### src/rtl/prog_seq_if.sv
// prog_seq_if: control, table-programming and output bundle for
// prog_sequence_counter.
//   master : drives start/enable/mode, table writes (wr_en/wr_addr/wr_data)
//            and length writes (len_wr/len_data); observes the outputs.
//   slave  : the counter; returns seq_out, seq_idx, valid, done, wrap.
interface prog_seq_if #(
  parameter int WIDTH = 3,
  parameter int DEPTH = 8
);
  localparam int AW = $clog2(DEPTH);

  logic             start;
  logic             enable;
  logic [1:0]       mode;
  logic             wr_en;
  logic [AW-1:0]    wr_addr;
  logic [WIDTH-1:0] wr_data;
  logic             len_wr;
  logic [AW:0]      len_data;
  logic [WIDTH-1:0] seq_out;
  logic [AW-1:0]    seq_idx;
  logic             valid;
  logic             done;
  logic             wrap;

  modport master (
    output start, enable, mode, wr_en, wr_addr, wr_data, len_wr, len_data,
    input  seq_out, seq_idx, valid, done, wrap
  );

  modport slave (
    input  start, enable, mode, wr_en, wr_addr, wr_data, len_wr, len_data,
    output seq_out, seq_idx, valid, done, wrap
  );
endinterface

### src/rtl/prog_sequence_counter.sv
// prog_sequence_counter: emits a programmable sequence of WIDTH-bit codes
// from a DEPTH-entry table, one code per enabled clock, in repeat, one-shot
// or ping-pong mode.
// Ports:
//   clock : rising-edge clock
//   reset : asynchronous active-low reset
//   bus   : prog_seq_if slave (control, table/length writes, outputs)
module prog_sequence_counter #(
  parameter int WIDTH = 3,
  parameter int DEPTH = 8
) (
  input  logic     clock,
  input  logic     reset,
  prog_seq_if.slave bus
);
  localparam int AW = $clog2(DEPTH);
  localparam int LW = AW + 1;

  typedef enum logic [1:0] {IDLE = 2'd0, RUN = 2'd1, DONE = 2'd2} state_t;

  state_t           state;
  logic [WIDTH-1:0] tbl [DEPTH];
  logic [LW-1:0]    len;
  logic [AW-1:0]    idx;
  logic             dir_down;
  logic [WIDTH-1:0] seq_out_q;
  logic             valid_q;
  logic             done_q;
  logic             wrap_q;

  // Next-step decode, evaluated against the length currently in force
  logic [LW-1:0]    len_m1;
  logic [LW-1:0]    len_m2;
  logic             at_end;
  logic             past_end;
  logic [AW-1:0]    n_idx;
  logic             n_dir_down;
  logic             n_wrap;
  logic             n_done;
  logic             step;
  logic [WIDTH-1:0] code_step;
  logic [WIDTH-1:0] code_zero;
  logic [LW-1:0]    len_new;

  assign len_m1   = len - LW'(1);
  assign len_m2   = len - LW'(2);
  // Comparisons use >= so a length shrunk below idx behaves as end-of-sequence
  assign at_end   = ({1'b0, idx} >= len_m1);
  assign past_end = ({1'b0, idx} >= len);
  assign step     = (state == RUN) && bus.enable && !bus.start;

  always_comb begin
    n_idx      = idx;
    n_dir_down = 1'b0;
    n_wrap     = 1'b0;
    n_done     = 1'b0;
    case (bus.mode)
      2'd1: begin
        if (at_end) begin
          n_wrap = 1'b1;
          n_done = 1'b1;
        end else begin
          n_idx = idx + AW'(1);
        end
      end
      2'd2: begin
        if (len == LW'(1)) begin
          n_idx  = '0;
          n_wrap = 1'b1;
        end else if (!dir_down || past_end) begin
          if (at_end) begin
            n_idx      = len_m2[AW-1:0];
            n_dir_down = 1'b1;
            n_wrap     = 1'b1;
          end else begin
            n_idx = idx + AW'(1);
          end
        end else begin
          if (idx == '0) begin
            n_idx  = AW'(1);
            n_wrap = 1'b1;
          end else begin
            n_idx      = idx - AW'(1);
            n_dir_down = 1'b1;
          end
        end
      end
      default: begin
        if (at_end) begin
          n_idx  = '0;
          n_wrap = 1'b1;
        end else begin
          n_idx = idx + AW'(1);
        end
      end
    endcase
  end

  // A write landing on the index being fetched this edge is forwarded
  assign code_step = (bus.wr_en && (bus.wr_addr == n_idx)) ? bus.wr_data : tbl[n_idx];
  assign code_zero = (bus.wr_en && (bus.wr_addr == '0))    ? bus.wr_data : tbl[0];

  // Zero-length writes are dropped; oversize lengths saturate to DEPTH
  assign len_new = (bus.len_data > LW'(DEPTH)) ? LW'(DEPTH) : bus.len_data;

  always_ff @(posedge clock or negedge reset) begin
    if (!reset) begin
      for (int i = 0; i < DEPTH; i++) tbl[i] <= WIDTH'(i);
      len       <= LW'(DEPTH);
      idx       <= '0;
      dir_down  <= 1'b0;
      state     <= IDLE;
      seq_out_q <= '0;
      valid_q   <= 1'b0;
      done_q    <= 1'b0;
      wrap_q    <= 1'b0;
    end else begin
      wrap_q <= 1'b0;
      if (bus.wr_en) tbl[bus.wr_addr] <= bus.wr_data;
      if (bus.len_wr && (bus.len_data != '0)) len <= len_new;
      // Direction only has meaning in ping-pong; outside it, it rests at up
      if (bus.mode != 2'd2) dir_down <= 1'b0;
      if (bus.start) begin
        state     <= RUN;
        idx       <= '0;
        dir_down  <= 1'b0;
        seq_out_q <= code_zero;
        valid_q   <= 1'b1;
        done_q    <= 1'b0;
      end else if (step) begin
        idx       <= n_idx;
        dir_down  <= n_dir_down;
        seq_out_q <= code_step;
        wrap_q    <= n_wrap;
        if (n_done) begin
          state   <= DONE;
          valid_q <= 1'b0;
          done_q  <= 1'b1;
        end
      end
    end
  end

  assign bus.seq_out = seq_out_q;
  assign bus.seq_idx = idx;
  assign bus.valid   = valid_q;
  assign bus.done    = done_q;
  assign bus.wrap    = wrap_q;
endmodule

### src/flat_wrapper.sv
// flat-port wrapper written by rule: the top's interface ports become plain ports
module prog_sequence_counter_flat 
#(
  parameter int WIDTH = 3,
  parameter int DEPTH = 8
)
  (clock, reset, bus_start, bus_enable, bus_mode, bus_wr_en, bus_wr_addr, bus_wr_data, bus_len_wr, bus_len_data, bus_seq_out, bus_seq_idx, bus_valid, bus_done, bus_wrap);
  prog_seq_if #(.WIDTH(WIDTH), .DEPTH(DEPTH)) bus_i ();
  input  logic clock;
  input  logic reset;
  input wire logic [$bits(bus_i.start)-1:0] bus_start;
  input wire logic [$bits(bus_i.enable)-1:0] bus_enable;
  input wire logic [$bits(bus_i.mode)-1:0] bus_mode;
  input wire logic [$bits(bus_i.wr_en)-1:0] bus_wr_en;
  input wire logic [$bits(bus_i.wr_addr)-1:0] bus_wr_addr;
  input wire logic [$bits(bus_i.wr_data)-1:0] bus_wr_data;
  input wire logic [$bits(bus_i.len_wr)-1:0] bus_len_wr;
  input wire logic [$bits(bus_i.len_data)-1:0] bus_len_data;
  output wire logic [$bits(bus_i.seq_out)-1:0] bus_seq_out;
  output wire logic [$bits(bus_i.seq_idx)-1:0] bus_seq_idx;
  output wire logic [$bits(bus_i.valid)-1:0] bus_valid;
  output wire logic [$bits(bus_i.done)-1:0] bus_done;
  output wire logic [$bits(bus_i.wrap)-1:0] bus_wrap;
  assign bus_i.start = bus_start;
  assign bus_i.enable = bus_enable;
  assign bus_i.mode = bus_mode;
  assign bus_i.wr_en = bus_wr_en;
  assign bus_i.wr_addr = bus_wr_addr;
  assign bus_i.wr_data = bus_wr_data;
  assign bus_i.len_wr = bus_len_wr;
  assign bus_i.len_data = bus_len_data;
  assign bus_seq_out = bus_i.seq_out;
  assign bus_seq_idx = bus_i.seq_idx;
  assign bus_valid = bus_i.valid;
  assign bus_done = bus_i.done;
  assign bus_wrap = bus_i.wrap;
  prog_sequence_counter #(.WIDTH(WIDTH), .DEPTH(DEPTH)) u_core (.clock(clock), .reset(reset), .bus(bus_i));
endmodule
### config.mk
export PLATFORM = sky130hd
export DESIGN_NAME = prog_sequence_counter_flat
export DESIGN_NICKNAME = d
export VERILOG_FILES = /design/src/rtl/prog_seq_if.sv /design/src/rtl/prog_sequence_counter.sv /design/src/flat_wrapper.sv
export SDC_FILE = /design/constraint.sdc
export NUM_CORES = 1
export LEC_CHECK = 0
export CAP_MARGIN = 5
export CORE_ASPECT_RATIO = 1.2
export CORE_MARGIN = 3
export CORE_UTILIZATION = 32
export DETAILED_ROUTE_END_ITERATION = 7
export SLEW_MARGIN = 20
export SYNTH_ARGS = -nofsm -noshare
export SYNTH_HDL_FRONTEND = slang
export SYNTH_SLANG_ARGS = --single-unit
### constraint.sdc
create_clock -name clock -period 4.6 [get_ports clock]
set_clock_uncertainty 0.2 [all_clocks]
set_input_delay 0.92 -clock clock [delete_from_list [all_inputs] [get_ports clock]]
set_output_delay 0.92 -clock clock [all_outputs]
set_load 0.02 [all_outputs]
Word-level counts from Yosys, hierarchy flattened
Cells that the tools add are included.

cells by class
  bitwise gates (word level) = 2
  equal/unequal tests = 6
  $mul = 0
  multiplexer cells = 44
  reductions and logical operators = 16
  $lt $le $gt $ge = 6
  shift operators = 0
  $add $sub $neg = 4
  div/mod/pow operators = 0

operators by type and width
  cell                 number
  $mux 3               15
  $bwmux 24            1
  $mux 1               21
  $bmux 3 s3           1
  $demux 3 s3          1
  $ge 3x4->1           2
  $ge 4x4->1 const B   2
  $not 3->4            2
  $logic_and 1x1->1    6
  $logic_not 3->1      2
  $mux 2               3
  $pmux 3 s2           1
  $eq 2x1->1 const B   2
  $eq 4x1->1 const B   1
  $gt 4x4->1 const B   1
  $lt 4x1->1 const B   1
  $mux 4               1
  $reduce_bool 2->1    2
  $reduce_bool 4->1    1
  $sub 4x1->4 const B  1
  $add 3x1->3 const B  1
  $eq 3x3->1           1
  $reduce_bool 3->1    1
  $sub 3x1->3 const B  1
  other kinds (6)      7

storage, ports and cells
  memory bits (read-only) = 0
  register bits = 40
  memories = 0
  latch bits = 0
  memory bits (writable) = 0

Logic depth before layout (Yosys ltp)
Gate-level depths: netlist (run 1).

  depth in word-level cells = 13
  gate-level depth with buffers = 17
  mapped depth without buffers = 16

Worst setup path after synthesis (run 1)
No wires, ideal clock.

  path type = reg-to-reg
  start point = reg u_core.len[0]
  end point = reg u_core.seq_out_q[1], in the netlist u_core.bus.seq_out[1]
  data arrival time = 3.025 ns
  period minus slack after synthesis = 3.294 ns
  stages on the path, launching flop included = 17
  data required time = 4.331 ns
  path buffers = 0
  path slack = 1.306 ns
  path through = dfrtp_1 -> inv_1 -> ha_1 -> xnor2_1 -> ha_1 -> nand2_1 -> o21ai_0 -> and2_1 -> inv_1 -> ha_1 -> nor3b_1 -> a21oi_1 -> o41ai_4 -> mux2i_1 -> o2111a_2 -> a31oi_1 -> nand3_1

on the way
  word-level cells in the longest chain between the ends = 13

RTL lines
  element                                    RTL line                      source
  start: declaration                         prog_sequence_counter.sv:23   logic [LW-1:0] len;
  start signal: assignment                   prog_sequence_counter.sv:109  len <= LW'(DEPTH);
  start signal: assignment                   prog_sequence_counter.sv:120  if (bus.len_wr && (bus.len_data != '0)) len <= len_new;
  $sub 4x1->4                                prog_sequence_counter.sv:45   assign len_m1 = len - LW'(1);
  $ge 3x4->1                                 prog_sequence_counter.sv:48   assign at_end = ({1'b0, idx} >= len_m1);
  $mux 3                                     prog_sequence_counter.sv:71   if (at_end) begin
  $mux 3                                     prog_sequence_counter.sv:70   end else if (!dir_down || past_end) begin
  $mux 3                                     prog_sequence_counter.sv:67   if (len == LW'(1)) begin
  $pmux 3 s2 *                               prog_sequence_counter.sv:57   case (bus.mode)
  $not 3->4 (implied by the code)            prog_sequence_counter.sv:100  assign code_step = (bus.wr_en && (bus.wr_addr == n_idx)) ? bus.wr_data : tbl[n_idx];
  $bmux 3 s3                                 prog_sequence_counter.sv:100
  $mux 3 (implied by the code) (2 in a row)  prog_sequence_counter.sv:100
  $mux 3 *                                   prog_sequence_counter.sv:100
  $mux 3 *                                   prog_sequence_counter.sv:130  end else if (step) begin
  $mux 3 *                                   prog_sequence_counter.sv:123  if (bus.start) begin
  end signal: assignment                     prog_sequence_counter.sv:127  seq_out_q <= code_zero;
  end signal: assignment                     prog_sequence_counter.sv:133  seq_out_q <= code_step;
  end: declaration                           prog_sequence_counter.sv:26   logic [WIDTH-1:0] seq_out_q;

Mark *: on every way between the ends. The rest lies on a longest branch, timed or not. The select of a mux whose other input is x is not followed.
A chain may end at the register's enable or synchronous reset.

Final worst setup path (run 1)
  start point = reg u_core.len[0]
  end point = reg u_core.seq_out_q[0], in the netlist u_core.bus.seq_out[0]

The elaborated chain is that of the path after synthesis.

==> results of run 1 <==
cell usage after synthesis, types with 2 or more instances:
cell      instances
a21oi_1          10
o21ai_0           4
a22oi_1           2
nor2b_1           2
nor3b_1           3
xnor2_1           4
mux2i_1          20
o31ai_1           2
a211oi_1          6
mux2_2           24
nand3b_1          2
o211ai_1          2
o22ai_1           3
a22o_1            2
dfstp_2          13
nand3_1          11
nand2b_1          2
nor3_1            9
a31oi_1           3
nor2_1            9
nand2_1          12
and3_2            2
or3_1             3
inv_1            14
ha_1             17
dfrtp_1          25
kinds of logic (layout without fill, tap and decap cells):
logic type               count (synthesis)  after routing  share of synthesized area
XOR/XNOR                                 4              4                     0.0145
adder cells (fa/ha/maj)                 17             17                     0.0881
flip-flops                              38             38                      0.401
AND/OR/NAND/NOR                         63             63                      0.145
multiplexers                            44             44                      0.195
AO/OA/AOI/OAI                           41             41                      0.125
buffers and inverters                   17             50                     0.0316
layout make-up:
class	count	area share
multi-input combinational	169	0.475
sequential	38	0.335
timing repair buffer	28	0.0936
tap	90	0.0390
clock buffer	5	0.0238
inverter	14	0.0182
clock inverter	3	0.0156
layer usage:
metal | part of all wire | up-vias | GRT usage
met5 | 0 | - | 0
met4 | 0.013 | 0 | 0.0341
met3 | 0.044 | 9 | 0.0244
met2 | 0.52 | 51 | 0.235
met1 | 0.42 | 884 | 0.156
li1 | - | 894 | -
worst paths after layout:
| check | end | cells after the start | slack, ns | from |
|---|---|---|---|---|
| worst max-delay path | u_core.bus.seq_out[0] | 17 | 0.63 | u_core.len[0] |
| worst min-delay path | u_core.tbl[20] | 1 | 0.31 | u_core.tbl[20] |
| worst max register to register | u_core.bus.seq_out[0] | 17 | 0.63 | u_core.len[0] |
| worst min register to register | u_core.tbl[20] | 1 | 0.31 | u_core.tbl[20] |
| max in group asynchronous | u_core.tbl[15] | 1 | 3.16 | reset |
| min in group asynchronous | u_core.tbl[7] | 1 | 0.52 | reset |
per-stage QoR:
stage          hold WS [ns]  utilization
5_1_grt               0.328        0.397
4_1_cts               0.314        0.397
3_5_place_dp          0.297        0.381
6_report              0.310        0.397
3_3_place_gp          0.290        0.381
2_1_floorplan         0.279            -
power breakdown:
group          switching, mW  internal (mW)
Combinational          0.177          0.172
Sequential            0.0395          0.413
Clock                  0.126          0.161
Total                  0.343          0.746
sequential cells by signal, summed over array words and instances, names as in the netlist:
register / count
u_core.tbl: 24
u_core.state: 1
u_core.bus.wrap: 1
u_core.bus.seq_out: 3
u_core.len: 4
u_core.dir_down: 1
u_core.bus.seq_idx: 3
u_core.bus.done: 1
==> results.yml, run 1 <==
flow_run:
  drv_cap: 0
timing:
  worst_pin_slew_ns: 0.833
  finalMaxSlewViolations: 0
  slew_headroom: 0.445
  finalSetupTns_ns: 0
  finalCritPeriodShare: 0.863
  fin_ws_ns: 0.629
  rsz0062_at_grt: "no"
  finalCriticalPeriod_ns: 3.97
  max_freq_mhz: 252
  finalSetupViolations: 0
  hold_viol_final: 0
cts:
  cts_inserted_buffers: 5
  cts_setup_buffers: 0
  h-tree-depth: 2
  cts_root_buffer: "clkbuf_8"
  clk-insertion-delay-late_ns: 0.30
  cts_buffer_depth: 2
  cts_resized: 0
  cts_sinks: 38
  cts_hold_buf: 0
  cts_tree: "done"
  clk_pin_slew_worst_paths_ns: 0.08
drt:
  drtIter0Drc: 64
  wl_mm: 5.33
  postRouteAntennaNets: 0
  vias_per_cell: 5.30
  vias: 1838
  dr.pass1.iters: 4
  drc_errors: 0
  wl_per_cell_um: 15.4
final_layout:
  synthToLayoutAreaGrowth_pct: 19.6
  layout_common_cells: "25 x clkdlybuf4s50_1, 25 x dfrtp_1, 24 x mux2_2, 20 x mux2i_1, 17 x ha_1"
  ff_latch_area_um2: 967
  multi_input_area_um2: 1370
  finalInstanceArea_um2: 2890
  fin_nets: 291
  diodes: 0
  drive_above_1_share: 0.222
  final-instance-count-excl-fill: 347
  num-fill-cells: 711
synth:
  synth_top_cell_by_area: "dfrtp_1"
  ys_warn_count: 0
  yosysSeqAreaShare: 0.401
  synth_area_um2: 2410
  netlist_top_cells_area: "dfrtp_1 26%, dfstp_2 14%, mux2_2 11%, ha_1 8.8%, mux2i_1 8.3%"
  avgSynthCellArea_um2: 10.8
  synth-edff-count: 0
  synth_nets: 259
  synth_cells: 224
  ys_ff_latch: 38
  yosysUniqueCellTypes: 44
  async_reset_ff_frac: 1.00
  synthDominantCellAreaShare: 0.259
  ys.flop_type: "dfrtp_1"
placement:
  post_dp_cell_area_um2: 2770
  dp.cells: 339
  globalplace.congestion: 0.858
  pre_cts_ws_ns: 0.654
  dpl.hpwl_mm: 4.10
  numPortBuffers: 26
floorplanning:
  core.rowCount: 34
  die-area_um2: 8620
  boundaryPins: 27
  die_h_um: 101
  start_util: 0.332
  die_x_um: 85.3
  coreArea_um2: 7270
critical_path:
  cp_slowest_cell: "dfrtp_1"
  crit_fanout: 7
  worstPathArrival_ns: 3.95
  critPathKind: "flop to flop"
  crit_path_max_incr_delay_ns: 0.42
  crit_chain: "inv_1, ha_1, xnor2_1, ha_1, nand2_1, o21ai_0, and2_1, inv_1, ha_1, nor3b_1, a21oi_1, o41ai_4, buf_4, mux2i_1, o211ai_1, nand3_1, nand3_1"
  end_kind: "flop"
  cpMostUsedCell: "ha_1"
  crit_family: "adder cells"
  critical_path_buf_inv_count: 3
  cp.required_ns: 4.58
  crit_path_start_kind: "flop"
min_path:
  hold_class: "flop to flop"
power:
  ir_drop_mv: 0.177
  fin_total_pwr_mw: 1.09
  total_leakage_power_nw: 1.18
  p_per_area_nw_per_um2: 377
grt:
  grt_usage: 0.129
  grt_pass1_wl_mm: 8.99
  grt.overflow.total: 0
  antenna_found_initial: 0
  grt_pass1_vias: 1844
  grt_max_degree: 39
run_status:
  status: "finished clean"
Note: power is estimated with default switching activity, not from simulation.
==> run 2: changes to the inputs <==
--- a/config.mk
+++ b/config.mk
@@ -7,8 +7,8 @@
 export LEC_CHECK = 0
 export CAP_MARGIN = 5
 export CORE_ASPECT_RATIO = 1.2
-export CORE_MARGIN = 3
 export CORE_UTILIZATION = 32
+export CTS_CLUSTER_DIAMETER = 40
 export DETAILED_ROUTE_END_ITERATION = 7
 export SLEW_MARGIN = 20
 export SYNTH_ARGS = -nofsm -noshare
==> run 2 against run 1 <==
  * Sequential share of layout area grew 0.058 points
  * Clock-buffer cell count grew 2
  * Die area is 8.5% lower
  * Global-route usage up 1.5 points
  * Combinational power decreased by 2%
  * Sequential power is essentially flat
  * Setup slack improved by 0.12 ns
  * Core utilization down 0.069 points
  * First-iteration DRC count increased by 42%
  * Cell count is 0.29% lower
  * Total power is 0.10% lower
  * Critical path type unchanged
  * Highest routed layer unchanged
==> results.yml, run 2 (same netlist as run 1, synthesis figures left out) <==
run_status:
  status: "finished clean"
grt:
  grt-busiest-layer: "met2"
  use_met2: 0.247
  grt.overflow.total: 0
  grt_max_degree: 39
  grt_pass1_vias: 1803
  grt_usage: 0.144
  antenna_found_initial: 0
  grt_pass1_wl_mm: 8.72
  gr-usage-met1: 0.177
  use_met3: 0.0216
placement:
  dpl.hpwl_mm: 4.00
  numPortBuffers: 26
  pre_cts_ws_ns: 0.541
  dp.cells: 338
  globalplace.congestion: 0.853
  post_dp_cell_area_um2: 2770
drt:
  wl_mm: 5.29
  vias: 1814
  wl_per_cell_um: 15.3
  dr.pass1.iters: 4
  vias_per_cell: 5.24
  drc_errors: 0
  drtIter0Drc: 91
  postRouteAntennaNets: 0
critical_path:
  critPathKind: "flop to flop"
  crit_fanout: 9
  timing.rr.start: "u_core.len[0]"
  crit_path_start_kind: "flop"
  cp.required_ns: 4.57
  reg2reg_slack_ns: 0.75
  worstPathArrival_ns: 3.83
  end_kind: "flop"
  cp-startpoint: "u_core.len[0]"
  r2r-end: "u_core.bus.seq_out[2]"
  crit_end: "u_core.bus.seq_out[2]"
  worstRegToRegCells: 17
flow_run:
  drv_cap: 0
timing:
  rsz0062_at_grt: "no"
  whs_ns: 0.312
  finalSetupViolations: 0
  max_freq_mhz: 259
  worst_pin_slew_ns: 0.836
  fin_ws_ns: 0.745
  slew_headroom: 0.442
  finalCriticalPeriod_ns: 3.85
  hold_viol_final: 0
  finalSetupTns_ns: 0
  finalCritPeriodShare: 0.838
  finalMaxSlewViolations: 0
power:
  pwr-share-comb: 0.316
  ir_drop_mv: 0.191
  pwr-share-clk: 0.268
  p_int_mw: 0.759
  seqPwrFrac: 0.416
  p_per_area_nw_per_um2: 378
  switching_share: 0.302
  p_sw_mw: 0.329
  total_leakage_power_nw: 1.18
cts:
  cts_inserted_buffers: 5
  cts_tree: "done"
  clk-insertion-delay-late_ns: 0.29
  clk_pin_slew_worst_paths_ns: 0.08
  cts_setup_buffers: 0
  cts_resized: 0
  cts_buffer_depth: 2
  cts_hold_buf: 0
  cts_root_buffer: "clkbuf_8"
  h-tree-depth: 2
  cts_sinks: 38
final_layout:
  diodes: 0
  layout_common_cells: "25 x clkdlybuf4s50_1, 25 x dfrtp_1, 24 x mux2_2, 20 x mux2i_1, 17 x ha_1"
  synthToLayoutAreaGrowth_pct: 19.4
  top_regs: "u_core.tbl x24, u_core.len x4"
  drive_above_1_share: 0.215
  top_register: "u_core.tbl"
  finalInstanceArea_um2: 2880
  final-instance-count-excl-fill: 346
  fin_nets: 290
  largest_register_ffs: 24
floorplanning:
  die_h_um: 97.1
  die_x_um: 81.3
  die-area_um2: 7900
  start_util: 0.332
  core.rowCount: 34
  coreArea_um2: 7270
  boundaryPins: 27
min_path:
  hold_class: "flop to flop"
[run 2: per-layer routing]
layer  part of all wire  vias to the layer above
met3              0.030                        7
met4              0.016                        0
li1                   -                      897
met5                  0                        -
met2               0.51                       33
met1               0.44                      877
[run 2: power groups by stage]
stage,logic (mW),registers (mW),clock network (mW)
floorplan,0.238,0.459,0
global placement,0.341,0.460,0
detailed placement,0.347,0.460,0
CTS,0.348,0.454,0.299
global route,0.382,0.461,0.316
finish,0.344,0.453,0.292
[run 2: worst min path at each step]
stage | from | endpoint | slack [ns] | depth (start not counted)
4_1_cts | u_core.tbl[17] | u_core.tbl[17] | 0.31 | 1
6_report | u_core.tbl[20] | u_core.tbl[20] | 0.31 | 1
3_3_place_gp | u_core.tbl[10] | u_core.tbl[10] | 0.29 | 1
5_1_grt | u_core.tbl[20] | u_core.tbl[20] | 0.33 | 1
2_1_floorplan | u_core.tbl[3] | u_core.tbl[3] | 0.28 | 1
3_5_place_dp | u_core.tbl[17] | u_core.tbl[17] | 0.30 | 1
[run 2: per-stage QoR]
| stage | util | total power, mW |
|---|---|---|
| 2_1_floorplan | - | 0.697 |
| 3_3_place_gp | 0.380 | 0.801 |
| 3_5_place_dp | 0.380 | 0.806 |
| 4_1_cts | 0.396 | 1.10 |
| 5_1_grt | 0.396 | 1.16 |
| 6_report | 0.396 | 1.09 |
[run 2: worst max-delay path: stages (launching register included)]
cell     delay (ns)
dfrtp_1        0.42
inv_1          0.12
ha_1           0.22
xnor2_1        0.12
ha_1           0.29
nand2_1        0.05
o21ai_0        0.35
and2_1         0.30
inv_1          0.13
ha_1           0.29
nor3b_1        0.20
a21oi_1        0.10
o41ai_4        0.13
buf_4          0.31
mux2i_1        0.23
mux2i_1        0.10
nand3_1        0.10
nand3_1        0.07
[run 2: area by class of cell]
class,count,area [um^2]
repair buffers,27,263
inverters,14,52.6
multi-input cells,169,1370
fillers,708,4390
clock buffers,7,86.3
clock inverters,1,30.0
well taps,90,113
flip-flops and latches,38,967
==> run 3: changes to the inputs <==
==> constraint.sdc (replaced) <==
create_clock -name clock -period 3.32 [get_ports clock]
set_clock_uncertainty 0.2 [all_clocks]
set_input_delay 0.664 -clock clock [delete_from_list [all_inputs] [get_ports clock]]
set_output_delay 0.664 -clock clock [all_outputs]
set_load 0.02 [all_outputs]
==> run 3 against run 2 <==
  * Final area is 6.3% higher
  * Critical path depth is 7 lower
  * First-iteration DRC count is 19% lower
  * Sequential share of layout area is 2.0 points lower
  * Global-route usage is 0.80 points higher
  * Die area stayed put
  * Register-to-register slack worse by 0.57 ns
  * Hold slack worse by 0.037 ns
  * Cell count is 5.8% higher
  * Via count is 3.8% higher
  * Largest power group unchanged
==> results.yml, run 3 (same netlist as run 1, synthesis figures left out) <==
cts:
  cts_sinks: 38
  cts_tree: "done"
  cts_hold_buf: 0
  h-tree-depth: 2
  cts_buffer_depth: 2
  clk-insertion-delay-late_ns: 0.29
  clk_pin_slew_worst_paths_ns: 0.08
  cts_root_buffer: "clkbuf_8"
  cts_inserted_buffers: 5
critical_path:
  cp.required_ns: 3.29
  reg2reg_slack_ns: 0.18
  critPathKind: "input port to flop"
  timing.rr.start: "u_core.len[0]"
  crit_family: "simple AND/OR/NAND/NOR gates"
  critical_path_buf_inv_count: 2
  crit_path_max_incr_delay_ns: 0.54
  crit_chain: "clkdlybuf4s50_1, inv_1, ha_1, or3b_2, o31ai_1, a21oi_1, and3_2, o2111a_2, a31oi_1, nand3_1"
  crit_path_start_kind: "input port"
  crit_fanout: 4
  worstPathArrival_ns: 3.17
  cp_slowest_cell: "or3b_2"
  cp-startpoint: "bus_mode[0]"
  end_kind: "flop"
power:
  p_per_area_nw_per_um2: 518
  total_leakage_power_nw: 1.29
  ir_drop_mv: 0.261
drt:
  dr.pass1.iters: 4
  wl_per_cell_um: 15.1
  drc_errors: 0
  drtIter0Drc: 74
  wl_mm: 5.52
  postRouteAntennaNets: 0
  vias_per_cell: 5.14
  vias: 1883
grt:
  antenna_found_initial: 0
  grt.overflow.total: 0
  grt_usage: 0.152
  grt_max_degree: 39
  grt_pass1_vias: 1830
  grt_pass1_wl_mm: 9.15
run_status:
  status: "finished clean"
timing:
  slew_headroom: 0.434
  worst_pin_slew_ns: 0.849
  whs_ns: 0.275
  finalCritPeriodShare: 0.963
  max_freq_mhz: 313
  finalSetupViolations: 0
  finalMaxSlewViolations: 0
  finalSetupTns_ns: 0
  finalCriticalPeriod_ns: 3.20
  hold_viol_final: 0
final_layout:
  layout_common_cells: "25 x clkdlybuf4s50_1, 25 x dfrtp_1, 24 x mux2_2, 19 x mux2i_1, 19 x buf_4"
  drive_above_1_share: 0.293
  top_register: "u_core.tbl"
  fin_nets: 310
  largest_register_ffs: 24
  multi_input_area_um2: 1390
  diodes: 0
  num-fill-cells: 720
  ff_latch_area_um2: 967
  synthToLayoutAreaGrowth_pct: 26.9
  top_regs: "u_core.tbl x24, u_core.len x4"
floorplanning:
  die_h_um: 97.1
  boundaryPins: 27
  coreArea_um2: 7270
  start_util: 0.332
  die-area_um2: 7900
  die_x_um: 81.3
  core.rowCount: 34
placement:
  globalplace.congestion: 0.852
  numPortBuffers: 26
  dpl.hpwl_mm: 4.25
flow_run:
  drv_cap: 0
min_path:
  hold_class: "input port to asynchronous set/reset pin"
## run 3: changes by cell type in the layout (fill, tap and decap cells not counted), sizes merged
cell,before,now
buf,2,22
## run 3: through the flow
stage | cells | worst slack [ns] | total power, mW | instance area [um^2] | util
2_1_floorplan | 224 | 0.0259 | 0.966 | 2410 | -
3_3_place_gp | 358 | -0.130 | 1.16 | 2920 | 0.401
3_5_place_dp | 358 | -0.169 | 1.17 | 2920 | 0.401
4_1_cts | 366 | 0.0468 | 1.58 | 3030 | 0.417
5_1_grt | 366 | -0.0386 | 1.68 | 3060 | 0.421
6_report | 366 | 0.124 | 1.58 | 3060 | 0.421
## run 3: layout make-up
cell class,count,area share
clock buffers,7,0.0282
clock inverters,1,0.00981
inverters,14,0.0172
multi-input cells,169,0.455
flip-flops and latches,38,0.316
well taps,90,0.0368
repair buffers,47,0.137
## run 3: metal layers
metal / routed length (um) / vias up / track usage
met4: 72 / 0 / 0.0495
met5: 0 / - / 0
met1: 2500 / 908 / 0.199
met2: 2810 / 33 / 0.249
li1: - / 936 / -
met3: 139 / 6 / 0.0254
## run 3: worst register-to-register path, delay by kind of cell (launching register included)
kind | cells | cell delay (ns)
buffers and inverters | 2 | 0.10
adders and majority gates | 3 | 0.79
muxes | 1 | 0.32
xor gates and xnor gates | 1 | 0.13
AOI/OAI and AO/OA | 4 | 0.46
DFF | 1 | 0.35
and+or+nand+nor | 5 | 0.68
## run 3: repair_timing
item | in CTS | in global routing
hold endpoints to repair | 0 | 0
resized for setup | 0 | 10
endpoints found under the setup margin | 0 | 3
buffers inserted | 0 | 0
## run 3: report_power, final
group          switching, mW  total (mW)  internal [mW]
registers             0.0508       0.623          0.572
clock network          0.160       0.405          0.245
logic                  0.267       0.556          0.289
## run 3: path summary, 6_finish.rpt
| path | endpoint | depth (start not counted) |
|---|---|---|
| max | u_core.bus.seq_out[0] | 10 |
| min | u_core.tbl[22] | 1 |
| max reg2reg | u_core.bus.seq_out[2] | 16 |
| min reg2reg | u_core.tbl[14] | 1 |
| max in group asynchronous | u_core.dir_down | 1 |
| min in group clock | u_core.tbl[14] | 1 |
